`src/rtl/rr_mux_arbiter_if.sv`:
```
// -----------------------------------------------------------------------------
// rr_mux_arbiter_if
// Bundles the request side (per-channel valid/data/ready) and the registered
// output side (valid/data/channel/ready) of rr_mux_arbiter.
//   in_valid  [NUM_CH]        producer requests, bit i = channel i
//   in_data   [NUM_CH*WIDTH]  flattened words, channel i at [i*WIDTH +: WIDTH]
//   in_ready  [NUM_CH]        one-hot (or zero) accept back to producers
//   out_valid / out_data / out_ch   registered selected word and its source
//   out_ready                 consumer accepts the held word
// master: producers + consumer side; slave: the arbiter itself.
// -----------------------------------------------------------------------------
interface rr_mux_arbiter_if #(
    parameter int WIDTH  = 32,
    parameter int NUM_CH = 4
);
    localparam int CH_W = (NUM_CH > 1) ? $clog2(NUM_CH) : 1;

    logic [NUM_CH-1:0]       in_valid;
    logic [NUM_CH*WIDTH-1:0] in_data;
    logic [NUM_CH-1:0]       in_ready;
    logic                    out_valid;
    logic [WIDTH-1:0]        out_data;
    logic [CH_W-1:0]         out_ch;
    logic                    out_ready;

    modport master (
        output in_valid, in_data, out_ready,
        input  in_ready, out_valid, out_data, out_ch
    );

    modport slave (
        input  in_valid, in_data, out_ready,
        output in_ready, out_valid, out_data, out_ch
    );
endinterface

```
`src/rtl/rr_mux_arbiter.sv`:
```
// -----------------------------------------------------------------------------
// rr_mux_arbiter
// N-channel registered multiplexer with built-in arbitration. Each cycle the
// output register can load (empty, or being drained) one requesting channel is
// granted, its word is captured together with its channel index.
//   clk    rising-edge clock
//   rst_n  asynchronous active-low reset
//   bus    rr_mux_arbiter_if.slave (see interface header for the signal list)
// Parameters: WIDTH word width, NUM_CH channel count (2..16),
//             RR 1 = round-robin, 0 = fixed priority (lowest index wins).
// -----------------------------------------------------------------------------
module rr_mux_arbiter #(
    parameter int WIDTH  = 32,
    parameter int NUM_CH = 4,
    parameter int RR     = 1
) (
    input  logic             clk,
    input  logic             rst_n,
    rr_mux_arbiter_if.slave  bus
);
    localparam int CH_W = (NUM_CH > 1) ? $clog2(NUM_CH) : 1;
    localparam int CW1  = CH_W + 1;
    // One extra bit so ptr + offset can exceed NUM_CH-1 before wrapping.
    localparam logic [CH_W:0] LAST_IDX = CW1'(NUM_CH - 1);
    localparam logic [CH_W:0] NUM_CH_W = CW1'(NUM_CH);

    typedef enum logic {
        EMPTY = 1'b0,
        FULL  = 1'b1
    } state_t;

    state_t            state_q, state_d;
    logic [WIDTH-1:0]  data_q, data_d;
    logic [CH_W-1:0]   ch_q, ch_d;
    logic [CH_W-1:0]   ptr_q, ptr_d;

    logic [WIDTH-1:0]  ch_data [NUM_CH];
    logic              load_en;
    logic              grant_found;
    logic              grant_fire;
    logic [CH_W-1:0]   grant_idx;

    // Unpack the flat data bus and drive the one-hot accept.
    for (genvar gi = 0; gi < NUM_CH; gi++) begin : g_ch
        assign ch_data[gi]     = bus.in_data[gi*WIDTH +: WIDTH];
        assign bus.in_ready[gi] = grant_fire && (grant_idx == CH_W'(gi));
    end

    assign load_en = (state_q == EMPTY) || bus.out_ready;
    // rst_n gates the grant so nothing is accepted while reset is held.
    assign grant_fire = rst_n && load_en && grant_found;

    // Search from ptr upward, wrapping at NUM_CH (not at 2^CH_W). With RR=0
    // the pointer is pinned at 0, which turns this into lowest-index-wins.
    always_comb begin
        logic [CH_W:0] cand;
        cand        = '0;
        grant_found = 1'b0;
        grant_idx   = '0;
        for (int j = 0; j < NUM_CH; j++) begin
            cand = {1'b0, ptr_q} + CW1'(j);
            if (cand > LAST_IDX) begin
                cand = cand - NUM_CH_W;
            end
            if (!grant_found && bus.in_valid[cand[CH_W-1:0]]) begin
                grant_found = 1'b1;
                grant_idx   = cand[CH_W-1:0];
            end
        end
    end

    always_comb begin
        state_d = state_q;
        data_d  = data_q;
        ch_d    = ch_q;
        ptr_d   = ptr_q;
        if (grant_fire) begin
            state_d = FULL;
            data_d  = ch_data[grant_idx];
            ch_d    = grant_idx;
            if (RR != 0) begin
                ptr_d = (grant_idx == LAST_IDX[CH_W-1:0]) ? '0 : grant_idx + 1'b1;
            end
        end else if (load_en) begin
            // Drained (or already empty) with nothing to refill.
            state_d = EMPTY;
        end
    end

    always_ff @(posedge clk or negedge rst_n) begin
        if (!rst_n) begin
            state_q <= EMPTY;
            data_q  <= '0;
            ch_q    <= '0;
            ptr_q   <= '0;
        end else begin
            state_q <= state_d;
            data_q  <= data_d;
            ch_q    <= ch_d;
            ptr_q   <= ptr_d;
        end
    end

    assign bus.out_valid = (state_q == FULL);
    assign bus.out_data  = data_q;
    assign bus.out_ch    = ch_q;
endmodule

```
`src/flat_wrapper.sv`:
```
// flat-port wrapper written by rule: the top's interface ports become plain ports
module rr_mux_arbiter_flat 
#(
    parameter int WIDTH  = 32,
    parameter int NUM_CH = 4,
    parameter int RR     = 1
)
  (clk, rst_n, bus_in_valid, bus_in_data, bus_out_ready, bus_in_ready, bus_out_valid, bus_out_data, bus_out_ch);
  rr_mux_arbiter_if #(.WIDTH(WIDTH), .NUM_CH(NUM_CH)) bus_i ();
  input  logic clk;
  input  logic rst_n;
  input wire logic [$bits(bus_i.in_valid)-1:0] bus_in_valid;
  input wire logic [$bits(bus_i.in_data)-1:0] bus_in_data;
  input wire logic [$bits(bus_i.out_ready)-1:0] bus_out_ready;
  output wire logic [$bits(bus_i.in_ready)-1:0] bus_in_ready;
  output wire logic [$bits(bus_i.out_valid)-1:0] bus_out_valid;
  output wire logic [$bits(bus_i.out_data)-1:0] bus_out_data;
  output wire logic [$bits(bus_i.out_ch)-1:0] bus_out_ch;
  assign bus_i.in_valid = bus_in_valid;
  assign bus_i.in_data = bus_in_data;
  assign bus_i.out_ready = bus_out_ready;
  assign bus_in_ready = bus_i.in_ready;
  assign bus_out_valid = bus_i.out_valid;
  assign bus_out_data = bus_i.out_data;
  assign bus_out_ch = bus_i.out_ch;
  rr_mux_arbiter #(.WIDTH(WIDTH), .NUM_CH(NUM_CH), .RR(RR)) u_core (.clk(clk), .rst_n(rst_n), .bus(bus_i));
endmodule
```
`config.mk`:
```
export PLATFORM = sky130hd
export DESIGN_NAME = rr_mux_arbiter_flat
export DESIGN_NICKNAME = d
export VERILOG_FILES = /design/src/rtl/rr_mux_arbiter_if.sv /design/src/rtl/rr_mux_arbiter.sv /design/src/flat_wrapper.sv
export SDC_FILE = /design/constraint.sdc
export NUM_CORES = 1
export LEC_CHECK = 0
export BUFFER_PORTS_ARGS = -buffer_cell sky130_fd_sc_hd__buf_4
export CORE_MARGIN = 4
export CORE_UTILIZATION = 42
export DETAILED_ROUTE_END_ITERATION = 10
export GPL_ROUTABILITY_DRIVEN = 0
export PLACE_DENSITY = 0.8
export SLEW_MARGIN = 20
export SYNTH_ARGS = -nofsm -noshare
export SYNTH_HDL_FRONTEND = slang
export SYNTH_SLANG_ARGS = --single-unit
```
`constraint.sdc`:
```
create_clock -name clk -period 1.8 [get_ports clk]
set_clock_uncertainty 0.05 [all_clocks]
set_input_delay 0.18 -clock clk [delete_from_list [all_inputs] [get_ports clk]]
set_output_delay 0.18 -clock clk [all_outputs]
set_load 0.05 [all_outputs]
```
# After elaboration in Yosys (flattened, before gate mapping)
# Cells that the tools add are included.
word_totals:
  input_bits: 135
  register_bits: 37
op_classes:
  eq_ne: 3
  n_mux: 26
  reduce_logical: 15
  order_cmp: 9
  n_addsub: 8
  bitwise_logic: 2
op_table:
  columns: ["cell", "count"]
  rows:
  - ["$bmux W32 S2", 1]
  - ["$mux W32", 2]
  - ["$mux W2", 9]
  - ["$lt A2 B3 Y1 const B", 4]
  - ["$mux W1", 10]
  - ["$gt A3 B2 Y1 const B", 3]
  - ["$logic_and A1 B1 Y1", 9]
  - ["$bmux W1 S2", 4]
  - ["$sub A2 B1 Y2 const B", 4]
  - ["$add A2 B2 Y3 const B", 2]
  - ["$eq A2 B2 Y1 const B", 2]
  - ["$add A2 B1 Y3 const B", 1]
  - ["$ge A3 B3 Y1 const B", 1]
  - ["$logic_not A1 Y1", 3]
  - ["$not A2 Y3", 1]
  - ["$add A2 B1 Y2 const B", 1]
  - ["$eq A2 B1 Y1 const B", 1]
  - ["$gt A2 B2 Y1 const B", 1]
  - ["$logic_not A2 Y1", 1]
  - ["$reduce_bool A2 Y1", 1]
  - ["$logic_or A1 B1 Y1", 1]
  - ["$not A1 Y1", 1]

# Depth between registers and ports, before layout
# Gate-level depths: netlist of the first run.
logic_depth:
  word_depth: 18
  depth_mapped: 7
  depth_no_buf: 4

# Worst setup path before layout of the first run
# No wires, ideal clock.
synth_path:
  kind: "register to output"
  from: "reg u_core.ptr_q[0]"
  to: "out bus_in_ready[0]"
  slack_ns: -0.406
  t_arrival_ns: 1.976
  t_required_ns: 1.570
  n_path_buf: 2
  stages_incl_launch_ff: 7
  cell_sequence: "dfrtp_1 -> buf_2 -> or3b_1 -> o21ai_2 -> clkbuf_1 -> nor2_1 -> nor2_1"
synth_between:
  elab_chain_len: 16
  elab_cells_between_ends: 40
  classes_between: "add/sub (7); order compare (4); mux (20); reduce/logical (9)"
synth_rtl:
  columns: ["element", "line", "rtl"]
  rows:
  - ["start: declaration", "rr_mux_arbiter.sv:35", "logic [CH_W-1:0] ptr_q, ptr_d;"]
  - ["start signal: assignment", "rr_mux_arbiter.sv:100", "ptr_q <= ptr_d;"]
  - ["branches (longest 15 deep; another with $add A2 B1 Y3)", null, null]
  - ["$logic_and A1 B1 Y1 *", "rr_mux_arbiter.sv:46", "assign bus.in_ready[gi] = grant_fire && (grant_idx == CH_W'(gi));"]
  - ["end: declaration", "flat_wrapper.sv:15", "output wire logic [$bits(bus_i.in_ready)-1:0] bus_in_ready;"]
# Every way passes the cells marked *. The select of a mux whose other input is x is not followed.

# Final worst setup path of the first run
layout_path:
  from: "reg u_core.ptr_q[1]"
  to: "out bus_in_ready[2]"
layout_between:
  elab_chain_len: 16
  elab_cells_between_ends: 40
  classes_between: "add/sub (7); order compare (4); eq/ne (1); mux (20); reduce/logical (8)"
layout_rtl:
  columns: ["element", "line"]
  rows:
  - ["branches (longest 15 deep; another with $add A2 B1 Y3)", null]
  - ["$logic_and A1 B1 Y1 *", "rr_mux_arbiter.sv:46"]
# Marked as above.

==> impl_metrics.csv, run 1 <==
group,metric,value,unit
routing,drt_wl_total,10.1,mm
sta,grt_setup_unrepaired,"true",
routing,wl_per_cell,17.9,um
grt,grt-ovfl-total,0,
grt,antenna_found_initial,0,
pwr,power.leakage,2.07,nW
cts,clkLatencyLatePin,0.29,ns
job,cap_viol_max_count,0,
pwr,power_density,1070,nW/um^2
pwr,p_sw,2.03,mW
sta,slew_headroom,76.3,%
hold_path,hold_depth,3,
pwr,peakVddDrop,0.524,mV
placed_design,place_area,3940,um^2
cells_and_area,drive_gt1_share,48.2,%
critical_path,worstPathRequired,1.57,ns
floorplan,num_rows,27,
cts,clk_pin_slew,0.08,ns
pwr,seqPwrFrac,26.2,%
hold_path,hold-path-endpoint,"u_core.bus.out_data[0]",
sta,fin_setup_tns,-0.194,ns
sta,slew_viol_final,0,
cts,clock_sinks,37,
floorplan,io_pins,174,
routing,via_per_inst,5.75,
sta,finalSetupViolations,4,
synthesis,netlist_area,2480,um^2
sta,fmax,0.527,GHz
hold_path,holdCritStartpoint,"bus_in_data[0]",
synthesis,ys_types,35,
synthesis,ys_ff_latch,37,
pwr,power,4.53,mW
critical_path,timing.rr.end,"u_core.bus.out_data[1]",
grt,grt_pass1_wl,16.1,mm
synthesis,syn_avg_cell_area,8.07,um^2
sta,post-route-min-period,1.90,ns
sta,min_period_over_period,105,%
pwr,p_comb_share,57.3,%
grt,grt_max_degree,33,
critical_path,reg2reg_depth,5,
synthesis,async_flop_share,100,%
cts,cts_root_buf,"clkbuf_8",
synthesis,syn_nets,442,
sta,worstMarginPinSlew,0.356,ns
critical_path,arrival,1.67,ns
routing,drc,0,
critical_path,critPathLaunchType,"flip-flop",
critical_path,critPathMaxFanout,6,
cells_and_area,syn_to_final_growth,71.2,%
synthesis,netlist_instances,307,
critical_path,r2r_slack,0.07,ns
hold_path,hold_class,"in -> reg",
placed_design,place_ws,-0.0495,ns
cts,htreeDepth,2,
sta,final_hold_viol_count,0,
run_status,status,"complete, but fails checks",
cells_and_area,antenna_cells,0,
floorplan,floorplan.initialDensity,44.2,%
cts,numCtsBuffers,5,
floorplan,die-width,84.8,um
floorplan,coreArea,5610,um^2
synthesis,synth_edf_count,0,
run_status,violations,"negative setup slack",
routing,drtAntennaViolNets,0,
pwr,intPower,2.50,mW
grt,grtUsageTotal,27.4,%
pwr,clockPowerShare,16.5,%
cts,cts_tree,"yes",
cells_and_area,fin_util,75.6,%
critical_path,critPathKind,"reg -> out",
critical_path,timing.rr.start,"u_core.ptr_q[1]",
routing,vias,3231,
floorplan,die_h,84.8,um
cells_and_area,final_area,4240,um^2
floorplan,die_area,7190,um^2
cells_and_area,fin_nets,624,
synthesis,synth_top_flop_cell,"dfrtp_1",
pwr,sw_frac_of_total,44.9,%
synthesis,yosysWarnings,0,
placed_design,place_hpwl,7.43,mm
critical_path,endpoint_kind,"output pin",
grt,grt_pass1_vias,3388,
routing,dr.pass1.iters,5,
sta,setup_slack,-0.0970,ns
placed_design,io_buffers,173,
synthesis,yosysSeqAreaShare,37.4,%
cts,clockBufferDepth,2,
routing,drt_iter0_drc,207,
-- synth_stat cells, types with 9 or more instances --
cell type | number | area share, %
a21oi_1 | 33 | 6.7
dfrtp_1 | 37 | 37
nor2_1 | 37 | 5.6
a22oi_1 | 32 | 9.7
o21ai_0 | 33 | 6.7
a31oi_1 | 32 | 8.1
nand2_1 | 9 | 1.4
clkbuf_1 | 19 | 2.9
and3_1 | 33 | 8.3
-- sequential cells by signal, indices dropped and copies added, names as in the netlist --
signal                flops
u_core.bus.out_valid      1
u_core.bus.out_ch         2
u_core.bus.out_data      32
u_core.ptr_q              2
-- critical path, cell delays in order (launching register included) --
cell and delay [ns]:
dfrtp_2 0.45, a21o_1 0.20, a21boi_2 0.16, o211ai_1 0.14
buf_4 0.16, nor2b_4 0.12, buf_8 0.15
-- how the worst max path moves through the flow --
stage                     from         endpoint  depth (start not counted)
2_1_floorplan  u_core.ptr_q[0]  bus_in_ready[0]                          6
3_3_place_gp   bus_in_valid[2]  bus_in_ready[2]                          6
3_5_place_dp   bus_in_valid[2]  bus_in_ready[2]                          6
4_1_cts        u_core.ptr_q[0]  bus_in_ready[2]                          4
5_1_grt        u_core.ptr_q[1]  bus_in_ready[2]                          6
6_report       u_core.ptr_q[1]  bus_in_ready[2]                          6
-- per-stage QoR --
step	hold slack, ns	instances
floorplan	-0.166	307
global placement	0.146	543
detailed placement	0.157	543
CTS	0.0721	562
global route	0.111	562
finish	0.104	562
-- cell type report --
| type | instances | area, um^2 |
|---|---|---|
| clock buffer | 7 | 86.3 |
| clock inverter | 1 | 30.0 |
| fill | 420 | 1370 |
| inverter | 1 | 3.75 |
| multi-input combinational | 236 | 1460 |
| sequential | 37 | 930 |
| tap | 72 | 90.1 |
| timing repair buffer | 208 | 1640 |
-- what timing repair did --
item	4_1_cts	5_1_grt
endpoints found under the setup margin	4	21
hold endpoints to repair	37	0
pin swaps	10	3
gates resized for setup	22	5
setup buffers	10	0
hold buffers	1	0
-- layout by cell type (no fill, tap or decap), types with 4 or more instances in the layout --
master	synthesis	final
dfrtp_1	37	34
o21ai_0	33	32
clkbuf_8	2	6
nor2_1	37	33
and3_1	33	32
a22oi_1	32	32
buf_6	2	4
a21oi_1	33	33
buf_4	3	197
nand2_1	9	9
a31oi_1	32	32
nor2_4	0	4
-- cells by family after synthesis --
group           after synthesis  share of synthesized area (%)
simple gates                 91                           18.9
compound gates              145                           36.0
flops                        37                           37.4
buf+inv                      34                           7.63
-- power groups by stage --
stage	combinational (mW)	clock [mW]	sequential, mW
floorplan	0.794	0	1.91
global placement	2.38	0	1.19
detailed placement	2.41	0	1.20
CTS	2.55	0.755	1.18
global route	2.74	0.790	1.21
finish	2.59	0.746	1.19
-- metal layers --
layer  GRT usage, %  up-vias  part of all wire, %  wire, um
met4           10.8        0                  3.0       303
met1           30.8     1517                   36      3630
met5              0        -                    0         0
li1               -     1514                    -         -
met2           50.0      174                   52      5200
met3           5.99       26                  9.2       925
(Power assumes the default switching activity.)
==> run 2: changes to the inputs <==
--- a/config.mk
+++ b/config.mk
@@ -5,9 +5,10 @@
 export SDC_FILE = /design/constraint.sdc
 export NUM_CORES = 1
 export LEC_CHECK = 0
+export ABC_AREA = 1
 export BUFFER_PORTS_ARGS = -buffer_cell sky130_fd_sc_hd__buf_4
 export CORE_MARGIN = 4
-export CORE_UTILIZATION = 42
+export CORE_UTILIZATION = 46
 export DETAILED_ROUTE_END_ITERATION = 10
 export GPL_ROUTABILITY_DRIVEN = 0
 export PLACE_DENSITY = 0.8
==> impl_metrics.csv, run 2 <==
group,metric,value,unit
run_status,status,"complete, but fails checks",
run_status,violations,"negative setup slack",
synthesis,async_flop_share,100,%
synthesis,ys_ff_latch,37,
cells_and_area,antenna_cells,0,
sta,worstMarginPinSlew,0.511,ns
floorplan,die-width,90.9,um
synthesis,synth_top_family_by_area,"simple AND/OR/NAND/NOR gates",
job,cap_viol_max_count,0,
cts,htreeDepth,2,
grt,grt-ovfl-total,0,
grt,antenna_found_initial,0,
routing,drt_wl_total,15.2,mm
cells_and_area,final_cell_mix,"nand2_1 (324), buf_4 (208), nand4_1 (64)",
grt,grt_max_degree,38,
cts,cts_tree,"yes",
cells_and_area,final-instance-count-excl-fill,827,
grt,grt_pass1_vias,4483,
synthesis,synthTopCellsByCount,"nand2_1 (364), nand4_1 (64), dfrtp_1 (37), buf_2 (31), inv_1 (9)",
cells_and_area,fillers,399,
floorplan,coreArea,6490,um^2
critical_path,critPathMaxFanout,6,
synthesis,netlist_area,3160,um^2
synthesis,yosysTopAreaCellShare,43.2,%
sta,finalSetupViolations,41,
sta,min_period_over_period,135,%
cts,cts_root_buf,"clkbuf_8",
synthesis,yosys-top-cells-area,"nand2_1 (43%), dfrtp_1 (29%), nand4_1 (13%)",
cells_and_area,syn_to_final_growth,73.7,%
sta,final_hold_viol_count,0,
routing,wl_per_cell,18.4,um
cts,clock_sinks,37,
synthesis,synth_compound_area_share,0.673,%
synthesis,synth_fa_ha_area_share,0,%
critical_path,critPathLaunchType,"flip-flop",
cts,clkLatencyLatePin,0.29,ns
cts,clockBufferDepth,2,
cts,clk_pin_slew,0.08,ns
synthesis,syn_avg_cell_area,5.80,um^2
routing,dr.pass1.iters,7,
floorplan,io_pins,174,
cells_and_area,final_common_cell,"nand2_1",
routing,drc,0,
synthesis,ys_types,21,
synthesis,yosysWarnings,0,
routing,vias,4743,
synthesis,synth_edf_count,0,
synthesis,netlist_instances,545,
grt,grt_pass1_wl,21.1,mm
critical_path,critPathKind,"reg -> reg",
routing,drt_iter0_drc,452,
grt,grtUsageTotal,31.0,%
critical_path,crit_path_cell_trace,"buf_12 -> clkinv_8 -> nand2_4 -> nand3_4 -> inv_1 -> a31oi_4 -> nand2_2 -> nor2_4 -> inv_4 -> buf_6 -> buf_4 -> buf_6 -> buf_8 -> nand2_1 -> nand2_1 -> nand2_1 -> nand2_1",
critical_path,path_common_cell,"nand2_1",
sta,slew_viol_final,0,
sta,setup_slack,-0.630,ns
synthesis,syn_nets,680,
synthesis,synth_top_flop_cell,"dfrtp_1",
floorplan,die_h,90.9,um
hold_path,hold_class,"in -> reg",
floorplan,die_area,8260,um^2
synthesis,synth.area.mux_share,0,%
synthesis,yosys.area_share.simple,60.0,%
cells_and_area,largest_reg_flops,32,
critical_path,arrival,2.57,ns
placed_design,place_hpwl,8.53,mm
synthesis,yosysTopAreaCell,"nand2_1",
synthesis,yosysSeqAreaShare,29.3,%
sta,fmax,0.412,GHz
critical_path,cpMaxStageDelayCell,"dfrtp_2",
cts,numCtsBuffers,5,
placed_design,dp_cells,791,
critical_path,crit_path_max_incr_delay,0.44,ns
floorplan,floorplan.initialDensity,48.7,%
sta,grt_setup_unrepaired,"true",
routing,drtAntennaViolNets,0,
sta,slew_headroom,65.9,%
synthesis,yosysMostFrequentCell,"nand2_1",
placed_design,io_buffers,173,
critical_path,worstPathRequired,1.94,ns
cells_and_area,drive_gt1_share,41.9,%
synthesis,synthXorXnorAreaFrac,0,%
critical_path,endpoint_kind,"flip-flop",
routing,via_per_inst,5.74,
sta,post-route-min-period,2.43,ns
cells_and_area,fin_nets,884,
floorplan,num_rows,29,
run 2: cell types whose count changed after synthesis, moves of 8 or more:
cell	change
a21oi_1	-32
a22oi_1	-32
a31oi_1	-31
and3_1	-33
buf_2	+28
clkbuf_1	-17
inv_1	+8
nand2_1	+355
nand4_1	+62
nor2_1	-32
o21ai_0	-33
run 2: worst max-delay path, delay by kind of cell, from the launching register on:
kind	cells	cell delay (ns)
buffers and inverters	8	0.90
and+or+nand+nor	8	0.79
DFF	1	0.44
AOI/OAI and AO/OA	1	0.15
run 2: worst paths after layout:
check                      cells after the start                   start                       to  slack [ns]
setup / recovery                              17         u_core.ptr_q[0]   u_core.bus.out_data[7]       -0.63
hold / removal                                 7         bus_in_data[86]  u_core.bus.out_data[22]        0.21
setup reg to reg                              17         u_core.ptr_q[0]   u_core.bus.out_data[7]       -0.63
hold reg to reg                                2  u_core.bus.out_data[3]   u_core.bus.out_data[3]        0.44
max in group asynchronous                      3                   rst_n          u_core.ptr_q[1]        0.84
min in group asynchronous                      3                   rst_n   u_core.bus.out_data[5]        0.50
run 2: per-stage QoR:
| step | setup WS (ns) | hold slack (ns) | setup TNS (ns) | utilization [%] | cell area [um^2] |
|---|---|---|---|---|---|
| 2_1_floorplan | -0.187 | -0.166 | -0.711 | - | 3240 |
| 3_3_place_gp | -0.277 | 0.252 | -8.86 | 72.7 | 4720 |
| 3_5_place_dp | -0.374 | 0.255 | -12.75 | 72.7 | 4720 |
| 4_1_cts | -0.428 | 0.110 | -11.75 | 81.7 | 5310 |
| 5_1_grt | -0.702 | 0.238 | -22.41 | 84.6 | 5490 |
| 6_report | -0.630 | 0.207 | -19.32 | 84.6 | 5490 |
run 2: layout make-up:
class                      count  area, um^2  share of cell area [%]
sequential                    37         928                    16.9
inverter                      14        78.8                    1.44
timing repair buffer         238        2040                    37.2
clock buffer                   7        86.3                    1.57
timing repair inverter         1        6.26                   0.114
clock inverter                 1        30.0                   0.547
multi-input combinational    452        2220                    40.4
tap                           77        96.3                    1.75
run 2: cell families (layout without fill, tap and decap cells):
kind of cell           after synthesis  in the layout
AND/OR/NAND/NOR                    448            448
buffers and inverters               56            261
flip-flops                          37             37
AO/OA/AOI/OAI                        4              4
run 2: per-layer routing:
metal	global-route usage [%]	routed length (um)
met5	0	0
met4	11.4	859
met3	8.83	1650
met2	56.8	7530
met1	33.8	5170
run 2: timing repair:
item | CTS | global route
resized for setup | 61 | 38
hold buffers | 1 | 0
gates cloned | 5 | 0
endpoints found under the hold margin | 37 | 0
endpoints found under the setup margin | 41 | 41
setup buffers | 16 | 8
pin swaps | 29 | 20
Power of run 2 is left out: the tool's default activity adds up to more than one toggle a clock period on the data nets, which glitch-free logic cannot reach.
==> run 3: changes to the inputs <==
--- a/config.mk
+++ b/config.mk
@@ -12,7 +12,8 @@
 export DETAILED_ROUTE_END_ITERATION = 10
 export GPL_ROUTABILITY_DRIVEN = 0
 export PLACE_DENSITY = 0.8
-export SLEW_MARGIN = 20
+export SETUP_SLACK_MARGIN = 0.05
+export SLEW_MARGIN = 5
 export SYNTH_ARGS = -nofsm -noshare
 export SYNTH_HDL_FRONTEND = slang
 export SYNTH_SLANG_ARGS = --single-unit
==> constraint.sdc (replaced) <==
create_clock -name clk -period 1.8 [get_ports clk]
set_clock_uncertainty 0.05 [all_clocks]
set_input_delay 0.36 -clock clk [delete_from_list [all_inputs] [get_ports clk]]
set_output_delay 0.36 -clock clk [all_outputs]
set_load 0.05 [all_outputs]
==> impl_metrics.csv, run 3 (synthesis results as in run 2) <==
group,metric,value,unit
critical_path,critPathKind,"reg -> out",
critical_path,worstPathRequired,1.39,ns
cells_and_area,final-instance-count-excl-fill,814,
routing,drc,0,
routing,wl_per_cell,16.2,um
grt,antenna_found_initial,0,
grt,grtUsageTotal,28.1,%
placed_design,place_hpwl,8.29,mm
cells_and_area,antenna_cells,0,
run_status,status,"complete, but fails checks",
floorplan,die_h,90.9,um
sta,setup_slack,-0.745,ns
cells_and_area,fin_util,80.8,%
placed_design,io_buffers,173,
sta,final_hold_viol_count,0,
critical_path,timing.rr.start,"u_core.ptr_q[0]",
critical_path,reg2reg_depth,16,
critical_path,arrival,2.14,ns
pwr,peakVddDrop,1.48,mV
critical_path,r2r_slack,-0.50,ns
placed_design,place_area,4640,um^2
critical_path,timing.rr.end,"u_core.bus.out_data[31]",
cts,clock_sinks,37,
cts,clockBufferDepth,2,
sta,fmax,0.393,GHz
sta,fin_setup_tns,-16.99,ns
placed_design,dp_cells,783,
floorplan,floorplan.initialDensity,48.7,%
floorplan,coreArea,6490,um^2
job,cap_viol_max_count,0,
cts,cts_tree,"yes",
pwr,power_density,2550,nW/um^2
routing,drt_iter0_drc,219,
critical_path,critPathMaxFanout,5,
cells_and_area,syn_to_final_growth,66.0,%
grt,grt_pass1_wl,19.3,mm
sta,finalHoldWorstSlack,0.102,ns
sta,slew_headroom,67.1,%
cts,htreeDepth,2,
sta,worstMarginPinSlew,0.494,ns
cells_and_area,final_common_cell,"nand2_1",
routing,vias,4374,
floorplan,io_pins,174,
sta,finalSetupViolations,41,
floorplan,die_area,8260,um^2
cells_and_area,final_area,5250,um^2
sta,post-route-min-period,2.55,ns
critical_path,critPathLaunchType,"flip-flop",
sta,slew_viol_final,0,
sta,min_period_over_period,141,%
critical_path,endpoint_kind,"output pin",
cts,clkLatencyLatePin,0.30,ns
floorplan,die-width,90.9,um
floorplan,num_rows,29,
grt,grt_pass1_vias,4172,
routing,dr.pass1.iters,4,
cells_and_area,final_cell_mix,"nand2_1 (344), buf_4 (201), nand4_1 (64)",
cells_and_area,largest_reg_flops,32,
cts,cts_root_buf,"clkbuf_8",
cts,clk_pin_slew,0.08,ns
grt,grt-ovfl-total,0,
cells_and_area,drive_gt1_share,38.8,%
run_status,violations,"negative setup slack",
cells_and_area,fin_nets,871,
pwr,power.leakage,3.09,nW
routing,drtAntennaViolNets,0,
grt,grt_max_degree,40,
hold_path,hold_class,"in -> async",
cts,numCtsBuffers,5,
sta,grt_setup_unrepaired,"true",
routing,via_per_inst,5.37,
routing,drt_wl_total,13.2,mm
-- run 3: area by class of cell --
| type | count | area (um^2) |
|---|---|---|
| well taps | 77 | 96.3 |
| inverters | 14 | 75.1 |
| multi-input cells | 452 | 2160 |
| clock buffers | 6 | 72.6 |
| repair buffers | 225 | 1900 |
| fillers | 451 | 1240 |
| repair inverters | 1 | 6.26 |
| clock inverters | 2 | 10.0 |
| flip-flops and latches | 37 | 928 |
-- run 3: worst max-delay path, stage by stage (launching register included) --
cell and delay, ns:
dfrtp_2 0.45, buf_12 0.15, inv_8 0.07, nand2_1 0.06
nand2_2 0.09, nand2_2 0.06, nand2_2 0.10, nor2_4 0.07
nand3_2 0.07, nand2_2 0.07, nor2_4 0.18, inv_4 0.08
buf_12 0.13, nor2_4 0.09, buf_8 0.15
-- run 3: where the power goes --
part	internal [mW]	switching (mW)
logic	4.23	7.03
clock network	0.269	0.323
registers	1.24	0.288
total	5.74	7.64
-- run 3: metal layers --
layer  wire length, um  GRT usage, %  vias to the layer above
li1                  -             -                     2118
met1              4800          32.5                     1950
met2              6630          50.6                      263
met3              1300          7.67                       43
met4               445          8.67                        0
met5                 0             0                        -
-- run 3: worst max path at each step --
| stage | startpoint | end | slack (ns) | cells after the start |
|---|---|---|---|---|
| 4_1_cts | u_core.ptr_q[0] | bus_in_ready[2] | -0.61 | 13 |
| 2_1_floorplan | u_core.ptr_q[0] | bus_in_ready[1] | -0.37 | 14 |
| 3_5_place_dp | u_core.ptr_q[0] | bus_in_ready[2] | -0.52 | 13 |
| 5_1_grt | u_core.ptr_q[0] | bus_in_ready[1] | -0.83 | 12 |
| 6_report | u_core.ptr_q[0] | bus_in_ready[1] | -0.75 | 14 |
| 3_3_place_gp | u_core.ptr_q[0] | bus_in_ready[1] | -0.46 | 11 |
-- run 3: stage by stage --
step | setup WS [ns] | power [mW]
after global routing | -0.833 | 14.4
after CTS | -0.605 | 12.3
after detailed placement | -0.518 | 10.7
final | -0.745 | 13.4
after global placement | -0.456 | 10.6
after floorplan | -0.367 | 8.66
-- run 3: timing repair --
action,4_1_cts,5_1_grt
setup endpoints to repair,41,41
gates cloned,1,2
pin swaps,12,18
resized for setup,47,32
setup buffers,15,6
hold buffers,0,0
